### config.mk
export PLATFORM = sky130hd
export DESIGN_NAME = alu_unit
export DESIGN_NICKNAME = d
export VERILOG_FILES = /design/src/rtl/alu_unit.sv
export SDC_FILE = /design/constraint.sdc
export NUM_CORES = 1
export LEC_CHECK = 0
export BUFFER_PORTS_ARGS = -buffer_cell sky130_fd_sc_hd__buf_2
export CAP_MARGIN = 10
export CELL_PAD_IN_SITES_DETAIL_PLACEMENT = 1
export CELL_PAD_IN_SITES_GLOBAL_PLACEMENT = 2
export CORE_AREA = 2 2 70 72
export CTS_CLUSTER_SIZE = 16
export DETAILED_ROUTE_END_ITERATION = 10
export DIE_AREA = 0 0 72 74
export PLACE_DENSITY_LB_ADDON = 0.1
export SYNTH_ARGS = -nofsm -noshare
export SYNTH_HDL_FRONTEND = slang
export SYNTH_SLANG_ARGS = --single-unit
### constraint.sdc
create_clock -name clk -period 6.65 [get_ports clk]
set_clock_uncertainty 0.1 [all_clocks]
set_input_delay 1.33 -clock clk [delete_from_list [all_inputs] [get_ports clk]]
set_output_delay 1.33 -clock clk [all_outputs]
set_load 0.01 [all_outputs]
### src/rtl/alu_unit.sv
// Registered WIDTH-bit ALU execution stage with one cycle of latency.
// The result is WIDTH+1 bits wide: the MSB carries the add carry-out or the subtract borrow.
module alu_unit #(
  parameter int WIDTH = 8
) (
  input  logic             clk,
  input  logic             rst,
  input  logic             in_valid,
  input  logic [WIDTH-1:0] A,
  input  logic [WIDTH-1:0] B,
  input  logic [2:0]       OP_SEL,
  output logic [WIDTH:0]   Out_with_carry,
  output logic             out_valid,
  output logic             zero,
  output logic             carry
);

  typedef enum logic [2:0] {
    OP_NOP = 3'b000,
    OP_ADD = 3'b001,
    OP_SUB = 3'b010,
    OP_NOT = 3'b011,
    OP_AND = 3'b100,
    OP_OR  = 3'b101,
    OP_XOR = 3'b110,
    OP_RSV = 3'b111
  } aluOpE;

  aluOpE            opSel;
  logic [WIDTH:0]   opA;
  logic [WIDTH:0]   opB;
  logic [WIDTH:0]   result_d;
  logic             zero_d;
  logic [WIDTH:0]   result_q;
  logic             zero_q;
  logic             carry_q;
  logic             valid_q;

  assign opSel = aluOpE'(OP_SEL);
  assign opA   = {1'b0, A};
  assign opB   = {1'b0, B};

  // Every operation is evaluated at WIDTH+1 bits; logic ops leave the MSB clear.
  // Unlisted or unknown selects fall to the default and produce zero.
  always_comb begin
    result_d = '0;
    case (opSel)
      OP_ADD:  result_d = opA + opB;
      OP_SUB:  result_d = opA - opB;
      OP_NOT:  result_d = {1'b0, ~A};
      OP_AND:  result_d = {1'b0, A & B};
      OP_OR:   result_d = {1'b0, A | B};
      OP_XOR:  result_d = {1'b0, A ^ B};
      default: result_d = '0;
    endcase
    zero_d = (result_d[WIDTH-1:0] == '0);
  end

  // The result and flags update only on accepted inputs; the valid flag follows in_valid.
  always_ff @(posedge clk) begin
    if (rst) begin
      result_q <= '0;
      zero_q   <= 1'b0;
      carry_q  <= 1'b0;
      valid_q  <= 1'b0;
    end else begin
      valid_q <= in_valid;
      if (in_valid) begin
        result_q <= result_d;
        zero_q   <= zero_d;
        carry_q  <= result_d[WIDTH];
      end
    end
  end

  assign Out_with_carry = result_q;
  assign out_valid      = valid_q;
  assign zero           = zero_q;
  assign carry          = carry_q;

endmodule

Yosys cells after proc, flatten, opt, wreduce, memory -nomap -nowiden
Cells that the tools add are included.
W data, S select, Z words.
{"block": "word_totals", "regBits": 12, "in_bits": 22, "output_inout_bits": 12}
{"block": "op_classes", "addsub": 2, "n_eq_ne": 6, "mux": 1, "bitwise": 4, "reduce_logical": 1}
{"cell": "$pmux W9 S6", "count": 1}
{"cell": "$add A8 B8 Y9", "count": 1}
{"cell": "$eq A3 B3 Y1 const B", "count": 3}
{"cell": "$sub A8 B8 Y9", "count": 1}
{"cell": "$and A8 B8 Y8", "count": 1}
{"cell": "$logic_not A8 Y1", "count": 1}
{"cell": "$not A8 Y8", "count": 1}
{"cell": "$or A8 B8 Y8", "count": 1}
{"cell": "$xor A8 B8 Y8", "count": 1}
{"cell": "$eq A3 B2 Y1 const B", "count": 2}
{"cell": "$eq A3 B1 Y1 const B", "count": 1}

Logic depth before layout (Yosys ltp)
{"block": "depth", "ltp_word": 3, "mapped_depth": 13, "mapped_depth_nobuf": 12}

Worst setup path after synthesis
Ideal clock, no wire load.
{"block": "synth_path", "kind": "input to register", "startpoint": "input port OP_SEL[2]", "endpoint": "register zero_q (netlist: zero)", "setup_ns": 0.117, "arrival_ns": 3.875, "required_time_ns": 6.433, "slack_ns": 2.558, "path_stages": 13, "n_path_buf": 1, "path_cell_list": "buf_4 > nand2b_1 > nor2_1 > mux2_2 > inv_1 > ha_1 > nand2b_1 > a21oi_1 > or4_1 > a31oi_1 > xnor2_1 > a221oi_2 > a32o_2"}
{"block": "synth_between", "elab_chain_cells": 3, "elab_cells_between_ends": 8, "cone_classes": "6 x eq/ne; 1 x mux; 1 x reduce/logical"}
{"item": "start, declared", "line_no": "11", "rtl": "input logic [2:0] OP_SEL,"}
{"item": "$eq A3 B3 Y1, or another cell as far along", "line_no": "47", "rtl": "case (opSel)"}
{"item": "$pmux W9 S6 *", "line_no": "47"}
{"item": "$logic_not A8 Y1 *", "line_no": "56", "rtl": "zero_d = (result_d[WIDTH-1:0] == '0);"}
{"item": "end signal, assigned", "line_no": "70", "rtl": "zero_q <= zero_d;"}
{"item": "end, declared", "line_no": "35", "rtl": "logic zero_q;"}
Every way passes the cells marked *; elsewhere a longest branch is shown, timed or not.
A chain may end at the register's enable or synchronous reset.

Final worst setup path
{"block": "layout_path", "startpoint": "input port OP_SEL[1]", "endpoint": "register zero_q (netlist: zero)"}
Same word-level chain as after synthesis.

==> out/qor.json <==
{
  "status": "complete, no violations",
  "biggest_cell_delay_along_the_critical_path_ns": 0.47,
  "ys_flop_type": "sky130_fd_sc_hd__dfxtp_1",
  "irDropWorstVdd_mv": 0.0383,
  "netlist_top_cells_area": "sky130_fd_sc_hd__ha_1 22%, sky130_fd_sc_hd__dfxtp_1 15%, sky130_fd_sc_hd__mux2i_1 5.6%",
  "post-synth-top-count-cell": "sky130_fd_sc_hd__ha_1",
  "number_of_buffers_inserted_for_hold_repair_after_clock_tree_synthesis": 0,
  "switching_share_pct": 36.8,
  "register_area_share_after_synthesis_pct": 15.3,
  "io_buffer_count": 33,
  "drt_drc_violations_left": 0,
  "grt_max_degree": 18,
  "path_common_cell": "sky130_fd_sc_hd__nand2b_1",
  "finalHoldViolations": 0,
  "gp_congestion": 0.781,
  "clock_tree_from_tritoncts": "yes",
  "die_h_um": 74,
  "crit_arrival_ns": 4.49,
  "critPathBufInv": 2,
  "critPathSlowestCell": "sky130_fd_sc_hd__nor2_1",
  "asyncSetResetFlopFracSynth_pct": 0,
  "yosysTopAreaCellShare_pct": 21.7,
  "min_path_type": "flop to flop",
  "power.switching_uw": 96.3,
  "place.detailed.instances": 257,
  "routed_via_density": 5.23,
  "setup_tns_ns": 0,
  "final_period_minus_worst_setup_slack_ns": 4.41,
  "fmax_mhz": 227,
  "antenna-diode-count": 0,
  "tritoncts_buffer_count": 3,
  "post_cts_resized": 0,
  "synth_commonest_cells": "25 x sky130_fd_sc_hd__ha_1, 20 x sky130_fd_sc_hd__inv_1, 19 x sky130_fd_sc_hd__nor2_1",
  "worst-endpoint-required_ns": 6.73,
  "ys_ff_latch": 11,
  "power_frac_comb_pct": 46.8,
  "slew_headroom_pct": 65.4,
  "cts_buffer_depth": 2,
  "synth_enable_flop_cells": 0,
  "ys_warn_count": 0,
  "post-layout-total-power_uw": 261,
  "power.density_nw_per_um2": 156,
  "final_max_slew_viol_count": 0,
  "syn_area_um2": 1440,
  "dp_hpwl_um": 3440,
  "leakagePower_uw": 0.000824,
  "final_layout_size_suffix_gt1_share_pct": 21.3,
  "cap_violations": 0,
  "cp_max_fo": 14,
  "wl_um": 4050,
  "fp.dieArea_um2": 5330,
  "number_of_top_level_pins": 34,
  "period_share_pct": 66.4,
  "synth_cells": 178,
  "netlist.top_cell.by_area": "sky130_fd_sc_hd__ha_1",
  "cts-root-buf": "sky130_fd_sc_hd__clkbuf_8",
  "path_cells": "buf_2 -> nand2b_1 -> nor2_1 -> mux2_2 -> inv_1 -> ha_1 -> nand2b_1 -> a21oi_1 -> or4_1 -> a31oi_1 -> xnor2_1 -> a221oi_2 -> a32o_2",
  "worstSkewPairLatency_ns": 0.24,
  "synthesis.nets": 226,
  "grt_first_pass_wirelength_um": 6760,
  "worst_path_dominant_cell_family": "simple AND/OR/NAND/NOR gates",
  "worst_slew_pin_slew_ns": 0.516,
  "cts-htree-levels": 1,
  "clockPowerShare_pct": 25.3,
  "cts_num_sinks": 11,
  "final_antenna_net_count": 0,
  "final_net_count": 256,
  "firstDrtPassIters": 4,
  "fp.dieW_um": 72,
  "setup.worst_path.end_class": "flop",
  "grt_pass1_vias": 1434,
  "synthDistinctLibCells": 40,
  "grt_setup_unrepaired": "no",
  "setup.worst_path.class": "input pin to flop",
  "dr.first_iter.drc_count": 18,
  "routed_wire_per_std_cell_um": 15.5,
  "intPower_uw": 165,
  "clk_pin_slew_ns": 0.05,
  "flow.area_growth_from_synthesis_pct": 16.5,
  "power.sequential.fraction_pct": 27.8,
  "total_number_of_vias": 1365,
  "antenna_violations_before_repair": 0,
  "final-instance-count-excl-fill": 261,
  "starting_density_pct": 31.3,
  "cts.repair_timing.setup_buffer_count": 0,
  "placement_rows": 25,
  "final-setup-viol-count": 0,
  "postSynthAreaPerCell_um2": 8.10,
  "design.core.area_um2": 4600,
  "critical_path_start_type": "input pin",
  "groute.usage.overall_pct": 16.1,
  "grt_overflow_total": 0,
  "ff2ff_setup_slack_ns": 5.88
}
[metal layers]
metal	vias to the layer above	routed length, um	track usage (%)
met5	-	0	0
met3	2	95	1.08
met2	21	1980	29.1
met4	0	19	6.08
li1	696	-	-
met1	646	1950	20.1
[sequential cells by signal, summed over array words and instances, names as in the netlist]
signal and cells:
Out_with_carry 9, out_valid 1, zero 1
[stage by stage]
stage,hold WS (ns),util (%),setup WS [ns],cell area (um2)
after floorplan,0.394,-,2.56,1440
after global placement,0.359,35.5,2.10,1630
after detailed placement,0.370,35.5,1.99,1630
after CTS,0.379,36.5,2.23,1680
after global routing,0.402,36.5,1.93,1680
final,0.380,36.5,2.24,1680
[path summary, 6_finish.rpt]
path | startpoint | to | cells after the start
max reg2reg | Out_with_carry[3] | Out_with_carry[3] | 2
max | OP_SEL[1] | zero | 13
min | Out_with_carry[0] | Out_with_carry[0] | 2
min reg2reg | Out_with_carry[0] | Out_with_carry[0] | 2
[power by group through the flow]
stage          clock network [uW]  logic (uW)  registers [uW]
2_1_floorplan                   0        82.8            76.4
3_3_place_gp                    0         120            73.8
3_5_place_dp                    0         123            74.1
4_1_cts                      68.6         124            72.8
5_1_grt                      71.4         137            73.2
6_report                     66.2         122            72.8
[cell families (layout without fill, tap and decap cells)]
family          after synthesis  after routing  share of synthesized area (%)
compound gates               52             52                           26.4
simple gates                 40             40                           13.6
buf+inv                      28             57                           7.99
fa+ha+maj                    26             26                           23.1
xor+xnor                     12             12                           7.29
flops                        11             11                           15.3
mux                           9              9                           6.34
[layout by cell type, fill, tap and decap left out, types with 7 or more instances in the layout]
| cell | count |
|---|---|
| sky130_fd_sc_hd__a211oi_1 | 7 |
| sky130_fd_sc_hd__ha_1 | 25 |
| sky130_fd_sc_hd__a21oi_1 | 7 |
| sky130_fd_sc_hd__nand2b_1 | 9 |
| sky130_fd_sc_hd__buf_2 | 33 |
| sky130_fd_sc_hd__inv_1 | 20 |
| sky130_fd_sc_hd__dfxtp_1 | 11 |
| sky130_fd_sc_hd__mux2i_1 | 8 |
| sky130_fd_sc_hd__nor2_1 | 19 |
| sky130_fd_sc_hd__xnor2_1 | 9 |
[worst min-delay path, delay by kind of cell, from the launching register on]
family	cells	cell delay, ns
DFF	1	0.31
AOI/OAI and AO/OA	1	0.06
and+or+nand+nor	1	0.06
[area by class of cell]
type	count	area [um2]
clock buffer	4	45.0
inverter	20	75.1
fill	577	2920
multi-input combinational	139	1110
timing repair buffer	33	165
tap	54	67.6
sequential	11	220
No activity file was read; power rests on OpenSTA's default activity.
